===== src/rtl/mult_issue_pkg.sv =====
// Shared types and constants for the shift-add multiplier issue stage.
package mult_issue_pkg;

  localparam int unsigned OP_W_DEF      = 4;
  localparam int unsigned RES_W_DEF     = 8;
  localparam int unsigned PHASE_MOD_DEF = 5;
  localparam int unsigned DEPTH_DEF     = 4;

  typedef enum logic [2:0] {
    IDLE    = 3'd0,
    CLEAR   = 3'd1,
    HOLD    = 3'd2,
    CAPTURE = 3'd3,
    OUT     = 3'd4
  } state_e;

  // Bits needed to index 'depth' entries (at least 1).
  function automatic int unsigned ptr_w(input int unsigned depth);
    return (depth <= 1) ? 1 : $clog2(depth);
  endfunction

endpackage


===== src/rtl/mult_op_fifo.sv =====
// Synchronous operand FIFO with show-ahead read data; DEPTH must be a power of two.
module mult_op_fifo
  import mult_issue_pkg::*;
#(
  parameter int unsigned DEPTH = DEPTH_DEF,
  parameter int unsigned DW    = 2 * OP_W_DEF
) (
  input  logic          clk,
  input  logic          n_rst,
  input  logic          push_i,
  input  logic [DW-1:0] wdata_i,
  input  logic          pop_i,
  output logic [DW-1:0] rdata_o,
  output logic          full_o,
  output logic          empty_o
);

  localparam int unsigned AW = ptr_w(DEPTH);
  localparam logic [AW:0] PTR_ONE = (AW + 1)'(1);

  logic [DW-1:0] mem_q [DEPTH];
  logic [AW:0]   wptr_q, wptr_d;
  logic [AW:0]   rptr_q, rptr_d;
  logic          do_push, do_pop;

  assign empty_o = (wptr_q == rptr_q);
  assign full_o  = (wptr_q[AW] != rptr_q[AW]) && (wptr_q[AW-1:0] == rptr_q[AW-1:0]);
  assign do_push = push_i && !full_o;
  assign do_pop  = pop_i && !empty_o;
  assign rdata_o = mem_q[rptr_q[AW-1:0]];

  // Pointer advance on accepted push/pop.
  always_comb begin
    wptr_d = do_push ? (wptr_q + PTR_ONE) : wptr_q;
    rptr_d = do_pop  ? (rptr_q + PTR_ONE) : rptr_q;
  end

  // Pointer registers; reset empties the FIFO.
  always_ff @(posedge clk or negedge n_rst) begin
    if (!n_rst) begin
      wptr_q <= '0;
      rptr_q <= '0;
    end else begin
      wptr_q <= wptr_d;
      rptr_q <= rptr_d;
    end
  end

  // Storage write; contents need no reset since the pointers gate visibility.
  always_ff @(posedge clk) begin
    if (do_push) mem_q[wptr_q[AW-1:0]] <= wdata_i;
  end

endmodule


===== src/rtl/mult_operand_issuer.sv =====
// Issue stage for the free-running 4x4 shift-add multiplier: buffers operand
// pairs, aligns them to the multiplier step counter, clears its accumulator,
// and returns the product on a valid/ready interface.
// Optional: MULT_ZERO_BYPASS_EN lets pairs with a zero operand skip the multiplier.
module mult_operand_issuer
  import mult_issue_pkg::*;
#(
  parameter int unsigned DEPTH     = DEPTH_DEF,
  parameter int unsigned PHASE_MOD = PHASE_MOD_DEF,
  parameter int unsigned OP_W      = OP_W_DEF,
  parameter int unsigned RES_W     = RES_W_DEF
) (
  input  logic             clk,
  input  logic             n_rst,
  input  logic             op_valid,
  output logic             op_ready,
  input  logic [OP_W-1:0]  op_a,
  input  logic [OP_W-1:0]  op_b,
  output logic [OP_W-1:0]  mul_a,
  output logic [OP_W-1:0]  mul_b,
  input  logic [RES_W-1:0] mul_product,
  output logic             res_valid,
  input  logic             res_ready,
  output logic [RES_W-1:0] res_data,
  output logic             busy
);

  localparam int unsigned     PH_W    = ptr_w(PHASE_MOD);
  localparam logic [PH_W-1:0] PH_LAST = PH_W'(PHASE_MOD - 1);
  localparam logic [PH_W-1:0] PH_POP  = PH_W'(PHASE_MOD - 2);

  logic [PH_W-1:0]  phase_q, phase_d;
  state_e           state_q, state_d;
  logic [OP_W-1:0]  lat_a_q, lat_a_d, lat_b_q, lat_b_d;
  logic             res_valid_q, res_valid_d;
  logic [RES_W-1:0] res_data_q, res_data_d;

  logic             fifo_full, fifo_empty, pop;
  logic [OP_W-1:0]  head_a, head_b;
  logic             head_zero;

  mult_op_fifo #(
    .DEPTH(DEPTH),
    .DW   (2 * OP_W)
  ) u_fifo (
    .clk    (clk),
    .n_rst  (n_rst),
    .push_i (op_valid),
    .wdata_i({op_a, op_b}),
    .pop_i  (pop),
    .rdata_o({head_a, head_b}),
    .full_o (fifo_full),
    .empty_o(fifo_empty)
  );

`ifdef MULT_ZERO_BYPASS_EN
  assign head_zero = (head_a == '0) || (head_b == '0);
`else
  assign head_zero = 1'b0;
`endif

  // Phase mirror of the multiplier step counter (shares clk/n_rst with it).
  always_comb begin
    phase_d = (phase_q == PH_LAST) ? '0 : (phase_q + PH_W'(1));
  end

  // Issue FSM: align pop so CLEAR lands on the last step and HOLD spans a full period.
  always_comb begin
    state_d     = state_q;
    pop         = 1'b0;
    lat_a_d     = lat_a_q;
    lat_b_d     = lat_b_q;
    res_valid_d = res_valid_q;
    res_data_d  = res_data_q;
    case (state_q)
      IDLE: begin
        if (!fifo_empty) begin
          if (head_zero) begin
            pop         = 1'b1;
            res_valid_d = 1'b1;
            res_data_d  = '0;
            state_d     = OUT;
          end else if (phase_q == PH_POP) begin
            pop     = 1'b1;
            lat_a_d = head_a;
            lat_b_d = head_b;
            state_d = CLEAR;
          end
        end
      end
      CLEAR:   state_d = HOLD;
      HOLD:    if (phase_q == PH_LAST) state_d = CAPTURE;
      CAPTURE: begin
        res_data_d  = mul_product;
        res_valid_d = 1'b1;
        state_d     = OUT;
      end
      OUT: begin
        if (res_ready) begin
          res_valid_d = 1'b0;
          state_d     = IDLE;
        end
      end
      default: state_d = IDLE;
    endcase
  end

  // State, operand latch and result registers.
  always_ff @(posedge clk or negedge n_rst) begin
    if (!n_rst) begin
      phase_q     <= '0;
      state_q     <= IDLE;
      lat_a_q     <= '0;
      lat_b_q     <= '0;
      res_valid_q <= 1'b0;
      res_data_q  <= '0;
    end else begin
      phase_q     <= phase_d;
      state_q     <= state_d;
      lat_a_q     <= lat_a_d;
      lat_b_q     <= lat_b_d;
      res_valid_q <= res_valid_d;
      res_data_q  <= res_data_d;
    end
  end

  assign mul_a     = (state_q == HOLD) ? lat_a_q : '0;
  assign mul_b     = (state_q == HOLD) ? lat_b_q : '0;
  assign op_ready  = !fifo_full;
  assign res_valid = res_valid_q;
  assign res_data  = res_data_q;
  assign busy      = (state_q != IDLE) || !fifo_empty;

endmodule

===== config.mk =====
export PLATFORM = sky130hd
export DESIGN_NAME = mult_operand_issuer
export DESIGN_NICKNAME = d
export VERILOG_FILES = /design/src/rtl/mult_issue_pkg.sv /design/src/rtl/mult_op_fifo.sv /design/src/rtl/mult_operand_issuer.sv
export SDC_FILE = /design/constraint.sdc
export NUM_CORES = 1
export LEC_CHECK = 0
export ABC_AREA = 1
export BUFFER_PORTS_ARGS = -buffer_cell sky130_fd_sc_hd__buf_4
export CAP_MARGIN = 30
export CORE_ASPECT_RATIO = 0.5
export CORE_MARGIN = 10
export CORE_UTILIZATION = 58
export DETAILED_ROUTE_END_ITERATION = 12
export GPL_TIMING_DRIVEN = 0
export PLACE_DENSITY = 0.87
export SYNTH_ARGS = -nofsm -noshare
export SYNTH_HDL_FRONTEND = slang
export SYNTH_SLANG_ARGS = --single-unit

===== constraint.sdc =====
create_clock -name clk -period 4.6 [get_ports clk]
set_input_delay 0.46 -clock clk [delete_from_list [all_inputs] [get_ports clk]]
set_output_delay 0.46 -clock clk [all_outputs]
set_load 0.1 [all_outputs]

==> impl_metrics.csv <==
group,metric,value,unit
timing,final_max_slew_viol_count,0,
setup_path,crit_path_start_kind,"flip-flop",
synthesis,synth_edf_count,32,
detailed_routing,ant_nets,0,
cts,cts_setup_buffers,0,
global_route,grt_use_total,15.1,%
synthesis,yosys_warnings,0,
final_layout,final_util,73.2,%
global_route,antenna_found_initial,0,
timing,rsz0062_at_grt,"false",
timing,tns,0,ns
final_layout,fill_cells,290,
timing,period_minus_slack,2.06,ns
die,die_y,69.0,um
synthesis,ys_async_sr_fraction,47.5,%
synthesis,synth-seq-cells,61,
flow_run,maxCapViolCount,0,
power_and_ir_drop,leakagePower,1.60,nW
cts,cts-buffers-inserted,9,
power_and_ir_drop,ir_drop,0.000524,V
synthesis,netlist_top_cells_area,"edfxtp_1 35%, dfrtp_1 26%, nand2_1 12%",
timing,max_freq,0.485,GHz
final_layout,drive_gt1_share,24.1,%
synthesis,synth_cells,278,
setup_path,critPathKind,"reg -> out",
placement,port_buffers,38,
timing,clock_skew,0.0101,ns
die,dieWidth,118,um
setup_path,critPathMaxFanout,9,
synthesis,synth.yosys.seq_area_share,60.6,%
global_route,grt_start_max_net_pins,30,
synthesis,syn-num-nets,306,
synthesis,synth_top_area_share,34.5,%
cts,cts-root-buf,"clkbuf_8",
synthesis,yosysTopAreaCell,"edfxtp_1",
timing,worst_slew_pin_slew,0.791,ns
cts,clock_latency,0.33,ns
synthesis,synth_flop_cell,"edfxtp_1",
timing,slew_headroom,47.1,%
cts,cts_hold_buf,0,
cts,htreeDepth,3,
global_route,grt_pass1_wl,9.65,mm
detailed_routing,via_per_inst,5.08,
cts,cts.clk_slew.worst_paths,0.07,ns
synthesis,yosys-top-cells-count,"89 x nand2_1, 33 x inv_1, 32 x edfxtp_1",
die,num_io_pins,39,
die,initial_utilization,61.7,%
placement,place_hpwl,4.12,mm
placement,gp_congestion,0.763,
min_path,hp-class,"in -> async",
power_and_ir_drop,power.density,765,nW/um^2
setup_path,cp-end-kind,"output pin",
synthesis,ys_types,21,
cts,cts_tree,"done",
timing,period_share,44.9,%
synthesis,yosysMostFrequentCell,"nand2_1",
setup_path,arrival,1.60,ns
detailed_routing,post_drt_wl_per_cell,14.6,um
cts,cts.sinks,61,
cts,clockBufferDepth,2,
synthesis,syn_area,2780,sq um
global_route,grt_pass1_vias,2047,
run_status,status,"complete, no violations",
detailed_routing,num_vias,2020,
cts,cts_resized,0,
detailed_routing,wl,5.80,mm
final_layout,antenna_cells,0,
final_layout,areaGrowthSynthToFinish,18.7,%
die,rows,17,
detailed_routing,drt_iter0_drc,155,
synthesis,synth.avg_cell_area,10.0,sq um
detailed_routing,first_pass_iters,4,
die,dieArea,8130,sq um
final_layout,final_nets,355,
die,core,4510,sq um
timing,hold_viol,0,
timing,setup_viol,0,
global_route,grt_overflow,0,
setup_path,ff2ff_path_depth,6,
setup_path,worstPathRequired,4.14,ns
detailed_routing,drc,0,
==> sequential cells by signal, indices dropped and copies added, names as in the netlist <==
register / count
lat_a_q: 4
res_data: 8
state_q: 3
res_valid: 1
u_fifo.wptr_q: 3
lat_b_q: 4
u_fifo.rptr_q: 3
phase_q: 3
u_fifo.mem_q: 32
==> worst max-delay path: stages (launching register included) <==
cell,delay [ns]
dfrtp_1,0.46
nor2_1,0.21
nand2_2,0.15
nor2_1,0.14
buf_4,0.31
==> cells in the final DEF (no fill, tap or decap) <==
cell,n
a21oi_1,1
buf_2,1
buf_4,41
buf_6,3
clkbuf_1,4
clkbuf_8,9
clkinv_1,1
clkinv_2,2
dfrtp_1,29
edfxtp_1,32
ha_1,8
inv_1,33
inv_2,1
inv_6,1
mux2_2,8
nand2_1,89
nand2_2,9
nand3_1,17
nand3_2,2
nand3_4,1
nand4_1,1
nor2_1,26
nor2_4,2
o21ai_0,9
xor2_1,2
==> cell families (layout without fill, tap and decap cells) <==
logic type | Yosys count | after routing | synth area share (%)
AO/OA/AOI/OAI | 10 | 10 | 1.80
XOR/XNOR | 2 | 2 | 0.630
adder cells (fa/ha/maj) | 8 | 8 | 3.60
buffers and inverters | 42 | 96 | 7.11
flip-flops | 61 | 61 | 60.6
multiplexers | 8 | 8 | 3.24
AND/OR/NAND/NOR | 147 | 147 | 23.0
==> report_power, final <==
| part | switching, mW | internal [mW] |
|---|---|---|
| Sequential | 0.105 | 0.751 |
| Clock | 0.192 | 0.193 |
| Combinational | 0.955 | 0.330 |
==> layout make-up <==
type,instances,area (sq um),area share [%]
flip-flops and latches,61,1690,51.1
multi-input cells,175,897,27.2
repair buffers,38,285,8.64
clock buffers,13,139,4.21
inverters,35,136,4.13
well taps,66,82.6,2.50
plain buffers,7,61.3,1.86
clock inverters,3,13.8,0.417
==> routing by layer <==
layer | global-route usage, % | share of wire (%) | wire, um | up-vias
met5 | 0 | 0 | 0 | -
met4 | 7.34 | 1.1 | 62 | 0
met3 | 4.94 | 6.4 | 371 | 7
met2 | 27.5 | 51 | 2940 | 63
met1 | 16.4 | 42 | 2420 | 971
li1 | - | - | - | 979
==> metrics by stage <==
stage	power, mW	instances	setup slack [ns]	hold WS [ns]	cell area [sq um]
after floorplan	1.84	278	2.13	0.164	2780
after global placement	2.10	382	2.66	0.396	3150
after detailed placement	2.15	382	2.57	0.405	3150
after CTS	2.54	398	2.50	0.0450	3300
after global routing	2.68	398	2.40	0.0574	3300
final	2.53	398	2.54	0.0348	3300
==> final timing paths <==
kind | start | endpoint | slack, ns
setup / recovery | state_q[0] | mul_a[0] | 2.54
hold / removal | n_rst | lat_a_q[3] | 0.03
setup reg to reg | u_fifo.rptr_q[1] | u_fifo.mem_q[2][5] | 2.61
hold reg to reg | phase_q[0] | phase_q[0] | 0.46
max in group asynchronous | n_rst | state_q[2] | 4.28
min in group clk | op_a[2] | u_fifo.mem_q[2][6] | 0.33
Power figures use the tool's default switching activity.
